File: src/rtl/decoder_138_led_if.sv
// Signal bundle between the board switches/enables and the LED bank.
//   enable : 3-bit enable group, bit2=G1 (active-high), bit1=G2A, bit0=G2B (active-low)
//   switch : 3-bit binary select A2..A0
//   led    : 8-bit registered decoded output, bit n <-> switch==n
// master drives enable/switch and observes led; slave is the decoder.
interface decoder_138_led_if;
  logic [2:0] enable;
  logic [2:0] switch;
  logic [7:0] led;

  modport master (
    output enable,
    output switch,
    input  led
  );

  modport slave (
    input  enable,
    input  switch,
    output led
  );
endinterface

File: src/rtl/decoder_138_led.sv
// Registered 3-to-8 line decoder modelled on a 74x138, driving an 8-LED bank.
// When the enable group matches ENABLE_CODE exactly, the LED selected by switch is put in
// the active state and all others idle; otherwise every LED is idle. The output is a
// clocked register, so inputs reach led one rising edge later.
//
// Ports:
//   clk    : rising-edge clock
//   rst    : asynchronous, active-high reset; forces led to idle immediately
//   bus_io : decoder_138_led_if.slave (enable/switch in, led out)
//
// Parameters:
//   ENABLE_CODE : enable value that activates decoding (default 3'b100: G1=1, G2A=0, G2B=0)
//   ACTIVE_LOW  : 1 -> selected bit 0, idle bits 1; 0 -> selected bit 1, idle bits 0
//
// Build option:
//   DECODER_138_INPUT_SYNC_EN : when defined, enable and switch pass through a 2-flop
//   synchronizer (reset to 3'b000, an idle decode) before decoding; latency becomes 3 clocks.
module decoder_138_led #(
  parameter logic [2:0] ENABLE_CODE = 3'b100,
  parameter bit         ACTIVE_LOW  = 1'b1
) (
  input logic                     clk,
  input logic                     rst,
  decoder_138_led_if.slave        bus_io
);

  // Output value with no LED selected, in the chosen polarity.
  localparam logic [7:0] IdleVal = ACTIVE_LOW ? 8'hFF : 8'h00;

  // Values the decode is taken from (raw inputs or synchronized copies).
  logic [2:0] dec_enable;
  logic [2:0] dec_switch;

`ifdef DECODER_138_INPUT_SYNC_EN
  logic [2:0] enable_meta_q;
  logic [2:0] enable_sync_q;
  logic [2:0] switch_meta_q;
  logic [2:0] switch_sync_q;

  // Reset value 3'b000 on enable never matches a valid active code, so the decode is idle
  // until real inputs have propagated through both stages.
  always_ff @(posedge clk or posedge rst) begin
    if (rst) begin
      enable_meta_q <= 3'b000;
      enable_sync_q <= 3'b000;
      switch_meta_q <= 3'b000;
      switch_sync_q <= 3'b000;
    end else begin
      enable_meta_q <= bus_io.enable;
      enable_sync_q <= enable_meta_q;
      switch_meta_q <= bus_io.switch;
      switch_sync_q <= switch_meta_q;
    end
  end

  assign dec_enable = enable_sync_q;
  assign dec_switch = switch_sync_q;
`else
  assign dec_enable = bus_io.enable;
  assign dec_switch = bus_io.switch;
`endif

  logic       dec_hit;
  logic [7:0] sel_onehot;
  logic [7:0] led_d;
  logic [7:0] led_q;

  // Exact match on all three enable bits; every other code gives an idle output.
  assign dec_hit = (dec_enable == ENABLE_CODE);

  always_comb begin
    sel_onehot = 8'b0;
    if (dec_hit) begin
      sel_onehot = 8'b1 << dec_switch;
    end
    // Active-low: selected bit cleared from all-ones; active-high: plain one-hot.
    led_d = ACTIVE_LOW ? ~sel_onehot : sel_onehot;
  end

  always_ff @(posedge clk or posedge rst) begin
    if (rst) begin
      led_q <= IdleVal;
    end else begin
      led_q <= led_d;
    end
  end

  assign bus_io.led = led_q;

endmodule

File: src/flat_wrapper.sv
// flat-port wrapper written by rule: the top's interface ports become plain ports
module decoder_138_led_flat 
#(
  parameter logic [2:0] ENABLE_CODE = 3'b100,
  parameter bit         ACTIVE_LOW  = 1'b1
)
  (clk, rst, bus_io_enable, bus_io_switch, bus_io_led);
  decoder_138_led_if bus_io_i ();
  input logic clk;
  input logic rst;
  input wire logic [$bits(bus_io_i.enable)-1:0] bus_io_enable;
  input wire logic [$bits(bus_io_i.switch)-1:0] bus_io_switch;
  output wire logic [$bits(bus_io_i.led)-1:0] bus_io_led;
  assign bus_io_i.enable = bus_io_enable;
  assign bus_io_i.switch = bus_io_switch;
  assign bus_io_led = bus_io_i.led;
  decoder_138_led #(.ENABLE_CODE(ENABLE_CODE), .ACTIVE_LOW(ACTIVE_LOW)) u_core (.clk(clk), .rst(rst), .bus_io(bus_io_i));
endmodule
File: config.mk
export PLATFORM = sky130hd
export DESIGN_NAME = decoder_138_led_flat
export DESIGN_NICKNAME = d
export VERILOG_FILES = /design/src/rtl/decoder_138_led_if.sv /design/src/rtl/decoder_138_led.sv /design/src/flat_wrapper.sv
export SDC_FILE = /design/constraint.sdc
export NUM_CORES = 1
export LEC_CHECK = 0
export CAP_MARGIN = 30
export CORE_AREA = 2 2 39 41
export CTS_CLUSTER_DIAMETER = 80
export DETAILED_ROUTE_END_ITERATION = 8
export DIE_AREA = 0 0 41 43
export DONT_BUFFER_PORTS = 1
export PLACE_DENSITY = 0.43
export REMOVE_ABC_BUFFERS = 1
export SETUP_SLACK_MARGIN = 0.2
export SLEW_MARGIN = 20
export SYNTH_ARGS = -nofsm -noshare
export SYNTH_HDL_FRONTEND = slang
export SYNTH_SLANG_ARGS = --single-unit
File: constraint.sdc
create_clock -name clk -period 0.87 [get_ports clk]
set_clock_uncertainty 0.2 [all_clocks]
set_input_delay 0.174 -clock clk [delete_from_list [all_inputs] [get_ports clk]]
set_output_delay 0.174 -clock clk [all_outputs]
set_load 0.005 [all_outputs]
# ---- Word level (Yosys, flattened, before mapping)
# Index checks and enable logic that the tools add are counted.
dict set report classes {
  bitwise 1
  shifts 1
  n_eq_ne 1
  muxes 1
}
# op n
set op_table {}
lappend op_table {{$mux W8} 1}
lappend op_table {{$not A8 Y8} 1}
lappend op_table {{$shl A1 B3 Y8 const A} 1}
lappend op_table {{$eq A3 B3 Y1 const B} 1}
dict set report word_totals {
  reg_bits 8
  input_bits 8
  output_inout_bits 8
  word_cells 5
}

# ---- Longest topological paths before layout
# Gate-level depths: netlist of run 1.
dict set report depth {
  ltp_word 3
  depth_mapped 2
  ltp_nobuf 2
}

# ---- Least setup slack after synthesis of run 1
# OpenSTA, ideal clock, no wires.
dict set report synth_timing {
  path_kind {reg2out}
  startpoint {register u_core.led_q[0] (netlist: u_core.bus_io.led[0])}
  endpoint {output bus_io_led[0]}
  stages_incl_launch_ff 1
  path_buffers 0
  arrival_time_ns 0.501
  slack_ns -0.005
  required_time_ns 0.496
  path_cell_list {dfstp_2}
}
# item line_no
set synth_rtl {}
lappend synth_rtl {{from (decl)} decoder_138_led.sv:66} ;# logic [7:0] led_q;
lappend synth_rtl {{from (signal assigned)} decoder_138_led.sv:82} ;# led_q <= IdleVal;
lappend synth_rtl {{from (signal assigned)} decoder_138_led.sv:84} ;# led_q <= led_d;
lappend synth_rtl {{to (decl)} flat_wrapper.sv:13} ;# output wire logic [$bits(bus_io_i.led)-1:0] bus_io_led;
# No word-level cell between the ends.

# ---- Final worst setup path of run 1
dict set report layout_timing {
  startpoint {register u_core.led_q[3] (netlist: u_core.bus_io.led[3])}
  endpoint {output bus_io_led[3]}
}
# No word-level cell between the ends.

==> results of run 1 <==
==> cell type report <==
cell class / instances / area, sq um / area share
sequential: 8 / 210 / 0.620
multi-input combinational: 13 / 82.6 / 0.244
clock buffer: 3 / 22.5 / 0.0664
tap: 16 / 20.0 / 0.0590
inverter: 1 / 3.75 / 0.0111
==> per-layer routing <==
metal | global-route usage | part of all wire
met1 | 0.0633 | 0.31
met2 | 0.0875 | 0.49
met3 | 0.0628 | 0.15
met4 | 0.140 | 0.040
met5 | 0 | 0
==> worst max-delay path by stage <==
stage	startpoint	to	slack, ns	cells after the start
final	u_core.bus_io.led[3]	bus_io_led[3]	-0.27	0
after CTS	u_core.bus_io.led[3]	bus_io_led[3]	-0.29	0
after global routing	u_core.bus_io.led[3]	bus_io_led[3]	-0.30	0
after global placement	u_core.bus_io.led[0]	bus_io_led[0]	-0.01	0
after detailed placement	u_core.bus_io.led[3]	bus_io_led[3]	-0.02	0
after floorplan	u_core.bus_io.led[0]	bus_io_led[0]	-0.005	0
==> stage by stage <==
step	utilization	setup slack, ns	area (sq um)	TNS, ns
3_5_place_dp	0.229	-0.0169	317	-0.111
2_1_floorplan	-	-0.00466	297	-0.0373
4_1_cts	0.245	-0.290	339	-2.29
6_report	0.245	-0.273	339	-2.16
5_1_grt	0.245	-0.303	339	-2.36
3_3_place_gp	0.229	-0.0128	317	-0.0877
==> what timing repair did <==
| action | in CTS | in global routing |
|---|---|---|
| pin swaps | 0 | 0 |
| cloned | 0 | 0 |
| hold endpoints to repair | 16 | 16 |
| endpoints found under the setup margin | 8 | 8 |
==> cells by family after synthesis <==
logic type,synth area share
AND/OR/NAND/NOR,0.278
buffers and inverters,0.0126
flip-flops,0.709
==> Yosys cell counts <==
master / count / area, sq um
dfstp_2: 8 / 210
nand2_1: 6 / 22.5
and3b_1: 2 / 17.5
nand4_1: 2 / 12.5
inv_1: 1 / 3.75
nor3_2: 1 / 10.0
nor3b_1: 1 / 7.51
nor3b_2: 1 / 12.5
==> power by group through the flow <==
stage / sequential, uW / combinational, uW / clock, uW
6_report: 383 / 22.3 / 262
3_3_place_gp: 387 / 23.0 / 0
2_1_floorplan: 387 / 19.5 / 0
4_1_cts: 383 / 23.0 / 280
5_1_grt: 383 / 26.1 / 294
3_5_place_dp: 387 / 22.9 / 0
==> summary.md, run 1 <==
The die covers 1760 sq um. The tools report the clock sink count as 8. The path type of the worst min-delay path was in -> async. The first global-routing pass estimated 793 um of wire.

Detailed routing inserted a total of 177 vias. The checks that failed: hold timing, setup timing. Cell internal power was estimated by the tool at 546 uW.

The number of standard-cell rows in the floorplan is 14. The post-detailed-route count of antenna-violating nets is 0. TritonCTS built the clock tree.

After detailed placement, the design holds a cell count of 38. Synthesis handed over a netlist of 22 instances. In this run, CTS created clock tree buffers numbering 3. The power share of the clock group came out at 0.393. The die width was 41 um. The tools report the final worst hold slack as -0.215 ns. Placer congestion estimate: 0.635.

The portion of the post-synthesis area used by sequential elements was 0.709; the post-detailed-route DRC marker count was 0. In this run the cell area of the synthesized design comes to 297 sq um. The leakage power total came out at 0.000125 uW. For the pin with the worst max-slew slack, the measured transition is 0.276 ns. The final worst slack is -0.273 ns. Data on the critical path is required at its endpoint by 0.50 ns.

The growth of design area from synthesis to finish was 14.3%. The cell at the root of the clock tree was clkbuf_4. The fraction of power consumed by sequential logic is 0.574, and the ratio of cells with drive above 1 in the final layout is 0.520. The antenna diode count was 0; the number of global-route vias before repair was 202.

For this run, the post-layout net count is 35. The final cycle utilization of the critical path was 1.31. After clock tree synthesis, the clock-pin slew on the worst setup and hold paths is 0.05 ns. The Yosys step of the flow raised 0 warnings. The tools report the total global routing track utilization as 0.0812. The detailed-router iteration count before antenna repair was 2; the maximum level of the CTS H-tree was 1.

In this run the power density over the cells is 1970 nW/um^2. The number of setup buffers added after CTS is 0. Dividing the detail-routed wire length by the instance count gives 11.6 um. For this run the aggregate overflow at the end of global routing stands at 0.

The vertical extent of the die was 43 um; the number of ports placed on the die boundary was 16. The run gives 16 as the number of endpoints with negative hold slack in the final report. The setup path with the least slack is of type reg -> out. The initial core utilization is 0.214, and the number of flip-flops and latches in the synthesized netlist is 8. The number of buffers between clock root and the deepest sink came out at 2. Entering global routing, the biggest net connects 9 pins. The run finished, with violations left. The design draws 667 uW. VDD sags by at most 0.448 mV. Data arrives at the worst endpoint at 0.77 ns. Worst slew margin relative to its limit: 0.815. Leaving out fill and tap cells, the most frequent cells in the layout are dfstp_2 (8), nand2_1 (6), clkbuf_4 (3).

The number of failing setup endpoints in the final timing report came out at 8. The total of max-cap violations is 0. The number of buffer cells added on primary ports is 0, and the count of pins over their slew limit is 0. STA classifies the critical path endpoint as a primary output.

Based on the critical path, the design can be clocked at up to 875 MHz. The detailed-route wire length was 477 um. Setup repair after global routing could not meet its margin everywhere. The highest fanout seen on the critical path works out to 1. The post-route minimum period is 1.14 ns, and the post-layout instance count excluding filler cells is 41.

The tools report the total of cells resized after clock tree synthesis as 0. The most common cell after layout, fill and taps aside was dfstp_2. The tools report the share of total power in combinational logic as 0.033.

The worst setup path is launched from a register. The number of inserted filler cells in the final layout is 151. For the initial antenna violation count, the log shows 0. The floorplan core area is 1380 sq um, and the number of flip-flops in the largest register is 8.

Switching portion of total power: 0.181. The half-perimeter wire length after placement came out at 402 um. Iteration-0 DRC count of the detailed router: 1.

The via count normalized by instance count is 4.32. The average instance in the mapped netlist occupies 13.5 sq um. In this run the power spent charging and discharging nets is 120 uW. The netlist uses 8 different library cells.
Note: power is estimated with default switching activity, not from simulation.
==> inputs of run 2 (changes only) <==
--- a/config.mk
+++ b/config.mk
@@ -14,7 +14,7 @@
 export PLACE_DENSITY = 0.43
 export REMOVE_ABC_BUFFERS = 1
 export SETUP_SLACK_MARGIN = 0.2
-export SLEW_MARGIN = 20
+export SLEW_MARGIN = 10
 export SYNTH_ARGS = -nofsm -noshare
 export SYNTH_HDL_FRONTEND = slang
 export SYNTH_SLANG_ARGS = --single-unit
==> results of run 2 <==
Same layout as run 1: the final DEF is identical, and so are final timing and power.
==> inputs of run 3 (changes only) <==
--- a/config.mk
+++ b/config.mk
@@ -5,6 +5,7 @@
 export SDC_FILE = /design/constraint.sdc
 export NUM_CORES = 1
 export LEC_CHECK = 0
+export ABC_AREA = 0
 export CAP_MARGIN = 30
 export CORE_AREA = 2 2 39 41
 export CTS_CLUSTER_DIAMETER = 80
==> results of run 3 <==
Same layout as run 1: the final DEF is identical, and so are final timing and power.
